[config.mk]
export PLATFORM = sky130hd
export DESIGN_NAME = load_store_unit
export DESIGN_NICKNAME = d
export VERILOG_FILES = /design/src/rtl/lsu_pkg.sv /design/src/rtl/lsu_lane_align.sv /design/src/rtl/load_store_unit.sv
export SDC_FILE = /design/constraint.sdc
export NUM_CORES = 1
export LEC_CHECK = 0
export ABC_AREA = 1
export CORE_MARGIN = 2
export CORE_UTILIZATION = 40
export DETAILED_ROUTE_END_ITERATION = 6
export GPL_TIMING_DRIVEN = 0
export MAX_ROUTING_LAYER = met4
export PLACE_DENSITY = 0.69
export SLEW_MARGIN = 25
export SYNTH_ARGS = -nofsm -noshare
export SYNTH_HDL_FRONTEND = slang
export SYNTH_SLANG_ARGS = --single-unit
[constraint.sdc]
create_clock -name clk -period 1.65 [get_ports clk]
set_input_delay 0.2475 -clock clk [delete_from_list [all_inputs] [get_ports clk]]
set_output_delay 0.2475 -clock clk [all_outputs]
set_load 0.1 [all_outputs]
[src/rtl/lsu_pkg.sv]
// Shared definitions for the load/store unit: funct3 encodings, FSM state codes
// and the request legality check used at accept time.
package lsu_pkg;

  localparam logic [2:0] F3_B  = 3'b000;
  localparam logic [2:0] F3_H  = 3'b001;
  localparam logic [2:0] F3_W  = 3'b010;
  localparam logic [2:0] F3_BU = 3'b100;
  localparam logic [2:0] F3_HU = 3'b101;

  typedef logic [2:0] lsu_state_t;

  localparam lsu_state_t ST_IDLE  = 3'd0;
  localparam lsu_state_t ST_RD    = 3'd1;
  localparam lsu_state_t ST_CAP   = 3'd2;
  localparam lsu_state_t ST_MERGE = 3'd3;
  localparam lsu_state_t ST_WR    = 3'd4;
  localparam lsu_state_t ST_RESP  = 3'd5;

  // Returns 1 when the request must be answered with a fault and never reach memory.
  function automatic logic lsu_fault(input logic        is_store,
                                     input logic [2:0]  funct3,
                                     input logic [31:0] addr,
                                     input logic [31:0] mem_words);
    logic bad;
    case (funct3)
      F3_B, F3_BU: bad = 1'b0;
      F3_H, F3_HU: bad = addr[0];
      F3_W:        bad = (addr[1:0] != 2'b00);
      default:     bad = 1'b1;
    endcase
    if (is_store && funct3[2]) bad = 1'b1;
    if ({2'b00, addr[31:2]} >= mem_words) bad = 1'b1;
    return bad;
  endfunction

endpackage

[src/rtl/lsu_lane_align.sv]
// Byte-lane steering: extracts and extends load data from a memory word, and
// merges sub-word store data into the old word for read-modify-write.
module lsu_lane_align
  import lsu_pkg::*;
(
  input  logic [31:0] rd_word,
  input  logic [31:0] wdata,
  input  logic [1:0]  offset,
  input  logic [2:0]  funct3,
  output logic [31:0] load_data,
  output logic [31:0] merge_data
);

  function automatic logic [31:0] extract(input logic [31:0] word,
                                          input logic [1:0]  off,
                                          input logic [2:0]  f3);
    logic [31:0] sh;
    logic [31:0] res;
    // Halves are always 2-byte aligned here, so one byte-granular shift serves both.
    sh = word >> {off, 3'b000};
    case (f3)
      F3_B:    res = {{24{sh[7]}}, sh[7:0]};
      F3_BU:   res = {24'h0, sh[7:0]};
      F3_H:    res = {{16{sh[15]}}, sh[15:0]};
      F3_HU:   res = {16'h0, sh[15:0]};
      F3_W:    res = word;
      default: res = 32'h0;
    endcase
    return res;
  endfunction

  function automatic logic [31:0] merge(input logic [31:0] old_word,
                                        input logic [31:0] wd,
                                        input logic [1:0]  off,
                                        input logic [2:0]  f3);
    logic [4:0]  sh;
    logic [31:0] mask;
    logic [31:0] lane;
    sh = {off, 3'b000};
    case (f3)
      F3_B: begin
        mask = 32'h0000_00FF << sh;
        lane = {24'h0, wd[7:0]} << sh;
      end
      F3_H: begin
        mask = 32'h0000_FFFF << sh;
        lane = {16'h0, wd[15:0]} << sh;
      end
      default: begin
        mask = 32'hFFFF_FFFF;
        lane = wd;
      end
    endcase
    return (old_word & ~mask) | lane;
  endfunction

  assign load_data  = extract(rd_word, offset, funct3);
  assign merge_data = merge(rd_word, wdata, offset, funct3);

endmodule

[src/rtl/load_store_unit.sv]
// RV32I load/store unit: turns byte-addressed requests into word accesses on a
// synchronous-read data memory, with read-modify-write for SB/SH.
module load_store_unit
  import lsu_pkg::*;
#(
  parameter int unsigned MEM_WORDS = 1024
) (
  input  logic        clk,
  input  logic        reset,
  input  logic        req_valid,
  output logic        req_ready,
  input  logic        req_is_store,
  input  logic [2:0]  req_funct3,
  input  logic [31:0] req_addr,
  input  logic [31:0] req_wdata,
  output logic        resp_valid,
  output logic [31:0] resp_rdata,
  output logic        resp_fault,
  output logic [31:0] mem_addr,
  output logic        mem_should_write,
  output logic [31:0] mem_write_data,
  input  logic [31:0] mem_read_data
);

  lsu_state_t  state_q, state_d;
  logic        is_store_q, is_store_d;
  logic [2:0]  funct3_q, funct3_d;
  logic [1:0]  offset_q, offset_d;
  logic [31:0] wdata_q, wdata_d;
  logic [31:0] mem_addr_q, mem_addr_d;
  logic        mem_should_write_q, mem_should_write_d;
  logic [31:0] mem_write_data_q, mem_write_data_d;
  logic        resp_valid_q, resp_valid_d;
  logic        resp_fault_q, resp_fault_d;
  logic [31:0] resp_rdata_q, resp_rdata_d;

  logic [31:0] load_data;
  logic [31:0] merge_data;

  lsu_lane_align u_align (
    .rd_word    (mem_read_data),
    .wdata      (wdata_q),
    .offset     (offset_q),
    .funct3     (funct3_q),
    .load_data  (load_data),
    .merge_data (merge_data)
  );

  always_comb begin
    // NOTE: every signal written below gets a default first, so no path can infer a latch.
    state_d            = state_q;
    is_store_d         = is_store_q;
    funct3_d           = funct3_q;
    offset_d           = offset_q;
    wdata_d            = wdata_q;
    mem_addr_d         = mem_addr_q;
    mem_write_data_d   = mem_write_data_q;
    resp_rdata_d       = resp_rdata_q;
    mem_should_write_d = 1'b0;
    resp_valid_d       = 1'b0;
    resp_fault_d       = 1'b0;

    case (state_q)
      ST_IDLE: begin
        if (req_valid) begin
          is_store_d   = req_is_store;
          funct3_d     = req_funct3;
          offset_d     = req_addr[1:0];
          wdata_d      = req_wdata;
          resp_rdata_d = 32'h0;
          if (lsu_fault(req_is_store, req_funct3, req_addr, 32'(MEM_WORDS))) begin
            state_d      = ST_RESP;
            resp_valid_d = 1'b1;
            resp_fault_d = 1'b1;
          end else begin
            mem_addr_d = {2'b00, req_addr[31:2]};
            if (req_is_store && (req_funct3 == F3_W)) begin
              state_d            = ST_WR;
              mem_should_write_d = 1'b1;
              mem_write_data_d   = req_wdata;
            end else begin
              state_d = ST_RD;
            end
          end
        end
      end
      ST_RD:    state_d = is_store_q ? ST_MERGE : ST_CAP;
      ST_CAP: begin
        state_d      = ST_RESP;
        resp_rdata_d = load_data;
        resp_valid_d = 1'b1;
      end
      ST_MERGE: begin
        state_d            = ST_WR;
        mem_should_write_d = 1'b1;
        mem_write_data_d   = merge_data;
      end
      ST_WR: begin
        state_d      = ST_RESP;
        resp_valid_d = 1'b1;
      end
      ST_RESP:  state_d = ST_IDLE;
      default:  state_d = ST_IDLE;
    endcase
  end

  // NOTE: sequential state uses non-blocking assignments so every flop samples pre-edge values.
  always_ff @(posedge clk) begin
    if (reset) begin
      state_q            <= ST_IDLE;
      is_store_q         <= 1'b0;
      funct3_q           <= 3'b000;
      offset_q           <= 2'b00;
      wdata_q            <= 32'h0;
      mem_addr_q         <= 32'h0;
      mem_should_write_q <= 1'b0;
      mem_write_data_q   <= 32'h0;
      resp_valid_q       <= 1'b0;
      resp_fault_q       <= 1'b0;
      resp_rdata_q       <= 32'h0;
    end else begin
      state_q            <= state_d;
      is_store_q         <= is_store_d;
      funct3_q           <= funct3_d;
      offset_q           <= offset_d;
      wdata_q            <= wdata_d;
      mem_addr_q         <= mem_addr_d;
      mem_should_write_q <= mem_should_write_d;
      mem_write_data_q   <= mem_write_data_d;
      resp_valid_q       <= resp_valid_d;
      resp_fault_q       <= resp_fault_d;
      resp_rdata_q       <= resp_rdata_d;
    end
  end

  assign req_ready        = (state_q == ST_IDLE);
  assign resp_valid       = resp_valid_q;
  assign resp_fault       = resp_fault_q;
  assign resp_rdata       = resp_rdata_q;
  assign mem_addr         = mem_addr_q;
  assign mem_should_write = mem_should_write_q;
  assign mem_write_data   = mem_write_data_q;

endmodule

==> out/qor.yml <==
cts_root_buf: "clkbuf_16"
drc_errors: 0
outcome: "complete, but fails checks"
setup_violations: 4
critPathCaptureType: "output pin"
worstSetupStartpointType: "flop"
vias_per_cell: 5.150
synth-warning-count: 0
arrival_ps: 1420
hold_depth: 3
synth_most_common_cell: "nand2_1"
synthFlopType: "dfxtp_1"
switchingPower_mw: 6.710
reg2reg_depth: 11
hold_start: "req_funct3[2]"
max_freq_ghz: 0.5991
ioPinCount: 203
drv_slew: 0
power_frac_seq_pct: 27.0
num_vias: 8204
first_pass_iters: 5
synth_edf_count: 0
n_antenna_cell: 0
clk_path_buf_depth: 2
r2r-end: "mem_write_data[24]$_SDFFE_PP0P_"
numPortBuffers: 199
gp_congestion: 0.9691
violations: "setup timing"
yosys-top-cells-count: "nand2_1, nor2_1, dfxtp_1"
post_synth_num_cell_types: 29
syn_area_per_cell_um2: 6.365
ys_seq_elements: 138
p_comb_share_pct: 46.1
yosys.area.top_type: "dfxtp_1"
cts_buffers: 17
cts_sinks: 138
power_mw: 15.23
synth_cells: 1113
synth_top_area_share_pct: 39.00
postSynth.asyncResetShare_pct: 0
critPathKind: "reg -> out"
grt_remaining_overflow: 0
antenna_found_initial: 0
synth_area_um2: 7084
p_leak_nw: 4.748
pwr-share-clk_pct: 27.0
dp_cells: 1538
worstMarginPinSlew_ps: 719.9
tns_ps: -38.76
grt_pass1_wl_um: 40100
power_density_nw_per_um2: 1429
min_period_ps: 1669
clock_latency_ps: 430
core_um2: 17300
ant_nets: 0
r2r_start: "state_q[0]$_SDFFE_PP0P_"
internal_power_mw: 8.517
die_area_um2: 18790
path_max_fanout: 4
die_y_um: 137.1
clkTransAtPathRegs_ps: 60
irDropWorstVdd_mv: 0.9461
r2r_slack_ps: -10
grt_setup_unrepaired: "true"
final_cells: 1593
grt_max_degree: 17
track_usage_pct: 28.97
min_path_type: "in -> reg"
layout.nets: 1458
h-tree-depth: 4
wl_um: 26710
first_iter_violations: 772
die_w_um: 137.1
drive_gt1_share_pct: 20.18
slew_headroom_pct: 52.00
fin_ws_ps: -19.29
hold_buffers: 0
tritoncts: "yes"
rows: 48
hold_viol: 0
grt_pass1_vias: 7552
dp.final_hpwl_um: 19760
swShare_pct: 44.07
syn_to_final_growth_pct: 50.42
synth_area_leaders: "dfxtp_1, nand2_1, a21oi_1"
maxCapViolations: 0
hold_path_end: "funct3_q[2]$_SDFFE_PP0P_"
synth-seq-area-share_pct: 39.00
post_drt_wl_per_cell_um: 16.77
crit_required_ps: 1400
fin_crit_sh_pct: 101.2
start_util_pct: 40.96
finClkSkew_ps: 6.287
pre_cts_ws_ps: -529.6
## flip-flops by register name (all words and copies together), names as in the netlist
register,count
state_q,3
funct3_q,3
resp_rdata,32
resp_valid,1
mem_should_write,1
is_store_q,1
resp_fault,1
mem_addr,30
offset_q,2
wdata_q,32
mem_write_data,32
## per-stage QoR
stage / instance area, µm² / hold WS (ps) / utilization, %
2_1_floorplan: 7136 / 382.4 / -
3_3_place_gp: 9409 / 441.6 / 54.40
3_5_place_dp: 9409 / 445.1 / 54.40
4_1_cts: 10330 / 393.3 / 59.71
5_1_grt: 10660 / 233.8 / 61.61
6_report: 10660 / 210.0 / 61.61
## worst max-delay path by stage
stage | startpoint | end
floorplan | state_q[1]$_SDFFE_PP0P_ | mem_write_data[17]$_SDFFE_PP0P_
CTS | funct3_q[1]$_SDFFE_PP0P_ | mem_write_data[31]$_SDFFE_PP0P_
finish | state_q[0]$_SDFFE_PP0P_ | req_ready
detailed placement | req_funct3[0] | mem_write_data[18]$_SDFFE_PP0P_
global route | state_q[0]$_SDFFE_PP0P_ | mem_write_data[23]$_SDFFE_PP0P_
global placement | req_funct3[0] | mem_write_data[17]$_SDFFE_PP0P_
## final cells by class
class / count / area (µm²)
buffer: 67 / 471.7
fill: 1655 / 6640
sequential: 138 / 2773
timing repair buffer: 221 / 2330
tap: 225 / 281.5
clock buffer: 19 / 432.9
clock inverter: 13 / 195.2
inverter: 106 / 410.4
multi-input combinational: 804 / 3762
## power by group through the flow
stage          combinational, mW  sequential, mW  clock (mW)
2_1_floorplan               3.12            5.36           0
3_3_place_gp                6.21            4.11           0
3_5_place_dp                6.21            4.12           0
4_1_cts                     6.47            4.06        4.14
5_1_grt                     7.52            4.15        4.28
6_report                    7.01            4.10        4.11
## cells by family after synthesis
family,share of synthesized area (%)
other,0.05293
and+or+nand+nor,34.74
AOI/OAI and AO/OA,16.20
buffers and inverters,10.01
DFF,39.00
## worst max-delay path: stages, from the launching register on
cell	delay, ps
dfxtp_4	360
nor2_4	120
inv_2	60
nor2_4	140
buf_4	310
## repair_timing
| item | CTS | global route |
|---|---|---|
| pin swaps | 4 | 10 |
| endpoints found under the setup margin | 202 | 124 |
| gates resized for setup | 341 | 83 |
| cloned | 0 | 3 |
| setup buffers | 9 | 11 |
## placed cells by master (no fill, tap or decap), types with 9 or more instances in the layout
| master | count |
|---|---|
| a21oi_1 | 108 |
| buf_2 | 10 |
| buf_4 | 31 |
| buf_6 | 9 |
| clkbuf_1 | 19 |
| clkbuf_16 | 19 |
| clkbuf_2 | 9 |
| clkdlybuf4s15_2 | 97 |
| clkdlybuf4s50_1 | 100 |
| dfxtp_1 | 134 |
| inv_1 | 97 |
| nand2_1 | 304 |
| nand2_2 | 12 |
| nand3_1 | 53 |
| nand3b_1 | 29 |
| nor2_1 | 132 |
| nor2_2 | 13 |
| o211ai_1 | 13 |
| o21ai_0 | 62 |
| o21ai_1 | 25 |
| or2_2 | 19 |
## routing by layer
metal | up-vias | GRT usage [%] | wire (µm)
met5 | - | - | 0
met4 | 0 | 11.11 | 722
met3 | 52 | 5.185 | 1940
met2 | 346 | 45.14 | 12200
met1 | 3782 | 37.40 | 11850
li1 | 4024 | - | -
(Power assumes the default switching activity.)
==> RTL change 1 (config.mk and constraints unchanged) <==
Register the output `resp_fault` once more, without a reset; this adds one clock of latency there. The other outputs are not delayed to match.
--- a/src/rtl/load_store_unit.sv
+++ b/src/rtl/load_store_unit.sv
@@ -135,7 +135,9 @@
 
   assign req_ready        = (state_q == ST_IDLE);
   assign resp_valid       = resp_valid_q;
-  assign resp_fault       = resp_fault_q;
+  always_ff @(posedge clk) begin
+    resp_fault <= resp_fault_q;
+  end
   assign resp_rdata       = resp_rdata_q;
   assign mem_addr         = mem_addr_q;
   assign mem_should_write = mem_should_write_q;
Function: changed (Yosys sat finds a counterexample within 4 cycles, from zero or initial values and one cycle with reset high).
==> RTL change 1 against the original RTL <==
The run still ends with setup timing left; clock power barely moved; sequential share of layout area fell by 0.32 points; sequential cell count increased by 1; first-iteration DRC count shrank 2.6%; routed wire length is 3.2% higher; global-route usage grew 0.86 points; register-to-register slack got worse by 0.09 ns; area after synthesis is 0.28% higher; total power increased by 3.0%; count of clock-buffer cells in the layout rose by 1; die area rose by 0.28%; critical endpoint is now mem_write_data[25]; final area grew 2.2%; setup slack lost 0.079 ns.
==> RTL change 1: results (changes against the original RTL) <==
metric	value	unit	change
dominant cells by area after synthesis	dfxtp_1, nand2_1, a21oi_1		
failing checks	setup timing		
crit-path max FO	5		+1
Clock Skew	0.00879	ns	+0.00251 ns
vias post-DR	8132		-0.88%
DP HPWL	20200	um	+2.2%
Non-clock buffer share	27.0	%	+0.73 points
final cell utilization of the core	62.7	%	+1.1 points
fill count	1622		-2.0%
Final Setup Violations	26		+22
DR WL/cell	17.2	um	+2.5%
GRT Total Usage	29.8	%	+0.86 points
final setup margin	-0.0986	ns	-0.0793 ns
Leakage Power	4.85	nW	+2.2%
Reg power frac	26.5	%	-0.5 points
multi-input combinational cell area	0.00383	mm^2	+1.7%
Cells after Synth	1114		+0.090%
Synth Area in Compound Gates	16.2	%	-0.046 points
relative slew slack	52.7	%	+0.66 points
clk cell area share	5.74	%	-0.15 points
drt first pass iters	6		+1
Clk. pwr	4.12	mW	about the same
Final GP Congestion	0.962		-0.78%
Reg area	0.00280	mm^2	+0.95%
DP Area	0.00943	mm^2	+0.21%
DP Cell Count	1539		+0.065%
Non-CTS buffers	300		+4.2%
vias in the first global route	7655		+1.4%
Max IR drop VDD	0.000882	V	-6.8%
Pwr Density	1440	mW/mm^2	+0.80%
FFs & Latches	139		+0.72%
cell family with the largest share of critical-path delay	simple AND/OR/NAND/NOR gates		
Psw	6.83	mW	+1.8%
Via density	5.07		-1.6%
register area share after synthesis	39.2	%	+0.17 points
status	finished, violations left		
clock buffers	20		+1
==> RTL change 1: changes by cell type after synthesis <==
cell,delta
dfxtp_1,+1
==> RTL change 1: per-layer routing <==
| layer | up-vias | share of wire (%) | global-route usage [%] |
|---|---|---|---|
| met3 | 50 | 7.3 | 6.07 |
| met2 | 348 | 46 | 47.6 |
| met4 | 0 | 2.2 | 8.30 |
| met1 | 3689 | 45 | 38.4 |
| met5 | - | 0 | - |
| li1 | 4045 | - | - |
==> RTL change 1: path summary, 6_finish.rpt <==
check	start	endpoint	slack [ns]	depth (start not counted)
worst max-delay path	state_q[1]	mem_write_data[25]	-0.1	11
worst min-delay path	req_funct3[2]	funct3_q[2]	0.20	3
worst max register to register	state_q[1]	mem_write_data[25]	-0.1	11
worst min register to register	resp_fault_q	resp_fault	0.33	0
==> RTL change 1: timing repair <==
action | CTS | global route
pin swaps | 8 | 25
cloned | 0 | 5
setup buffers | 11 | 19
endpoints found under the setup margin | 202 | 126
gates resized for setup | 345 | 125
==> RTL change 2 (same flow settings) <==
Without the edit above. `MEM_WORDS`: 1024 -> 512.
--- a/src/rtl/load_store_unit.sv
+++ b/src/rtl/load_store_unit.sv
@@ -3,7 +3,7 @@
 module load_store_unit
   import lsu_pkg::*;
 #(
-  parameter int unsigned MEM_WORDS = 1024
+  parameter int unsigned MEM_WORDS = 512
 ) (
   input  logic        clk,
   input  logic        reset,
Formal check against the unedited RTL: not equivalent (Yosys sat finds a counterexample within 4 cycles, from zero or initial values and one cycle with reset high).
==> RTL change 2 against the original RTL <==
Area after synthesis is 0.51% higher; routed wire length is 2.1% higher; utilization is 0.90 points lower; setup slack better by 0.029 ns; global-route usage is 1.1 points higher; maximum frequency is 1.8% higher; register-to-register slack better by 0.08 ns; sequential share of layout area is 0.33 points higher; sequential cell count stayed put; total power is 0.14% higher; final area is 1.1% lower; critical path type is now in2reg; highest routed layer unchanged.
==> RTL change 2: results (changes against the original RTL) <==
metric	value	unit	change
total power	15.2	mW	+0.14%
DP Area	0.00946	mm^2	+0.49%
layout cells sized above 1	18.9	%	-1.2 points
nets@finish	1469		+0.75%
r2r endpoint	mem_write_data[16]		
cts repair resizes	352		+3.2%
met3 routed WL	2090	um	+7.7%
post-CTS setup buffer count	3		-6
Total Wirelength	27300	um	+2.1%
met2 WL	12100	um	-0.49%
# port buffers	200		+0.50%
register area share after synthesis	38.8	%	-0.20 points
setup slack, reg-to-reg	0.07	ns	+0.08 ns
crit path time final	1.64	ns	-0.0290 ns
fill count	1717		+3.7%
dominant cells by area after synthesis	dfxtp_1, nand2_1, nor2_1		
GRT Total Usage	30.0	%	+1.1 points
drt first pass iters	7		+2
status	complete, no violations		
FF-to-FF Start	funct3_q[1]		
Psw	7.16	mW	+6.8%
Leakage Power	4.64	nW	-2.4%
crit-path max FO	2		-2
met2 usage	45.4	%	+0.22 points
first-pass GRT wire length	41900	um	+4.5%
Max IR drop VDD	0.00147	V	+55%
Clock Skew	0.0102	ns	+0.00394 ns
Avg Inst Size Synth	6.26	um^2	-1.7%
Slew @ Worst Pin	0.834	ns	+0.114 ns
largest stage delay on the critical path	0.71	ns	+0.35 ns
Slowest cell on crit path	o21ai_0		
synth unique cells	30		+3.4%
Reg power frac	27.7	%	+0.7 points
Via density	5.16		+0.16%
met1 Track Usage GR	39.6	%	+2.2 points
DP Cell Count	1564		+1.7%
Worst Setup SP	req_addr[26]		
pre-CTS WS	-0.611	ns	-0.0817 ns
met3 Track Usage GR	6.07	%	+0.89 points
Setup crit end	resp_valid		
Arr. time, crit path	1.92	ns	+0.50 ns
multi-input combinational cell area	0.00392	mm^2	+4.1%
[RTL change 2: cell count changes in the layout (fill, tap and decap cells not counted), sizes merged, moves of 5 or more]
cell    unedited run  this run
a21oi            109        90
nand3             55        96
nor2             152       186
or2               20         9
nand3b            29         0
nand4              2         8
nand2            322       327
clkbuf            53        42
buf               56        51
a31oi              2        17
o211ai            13         1
[RTL change 2: worst max-delay path: cells and delay by family]
| kind | cells | cell delay [ns] |
|---|---|---|
| compound gates | 2 | 0.84 |
| simple gates | 4 | 0.43 |
| buf+inv | 1 | 0.40 |
[RTL change 2: cells by family after synthesis]
kind of cell    Yosys count
simple gates            631
compound gates          205
buf+inv                 163
flops                   138
other cells               1
[RTL change 2: cell type report]
type / instances / share of cell area, %
multi-input cells: 838 / 37.2
inverters: 96 / 3.50
flip-flops and latches: 138 / 26.3
repair buffers: 209 / 20.9
clock buffers: 17 / 4.04
clock inverters: 15 / 1.61
plain buffers: 66 / 3.70
well taps: 225 / 2.67
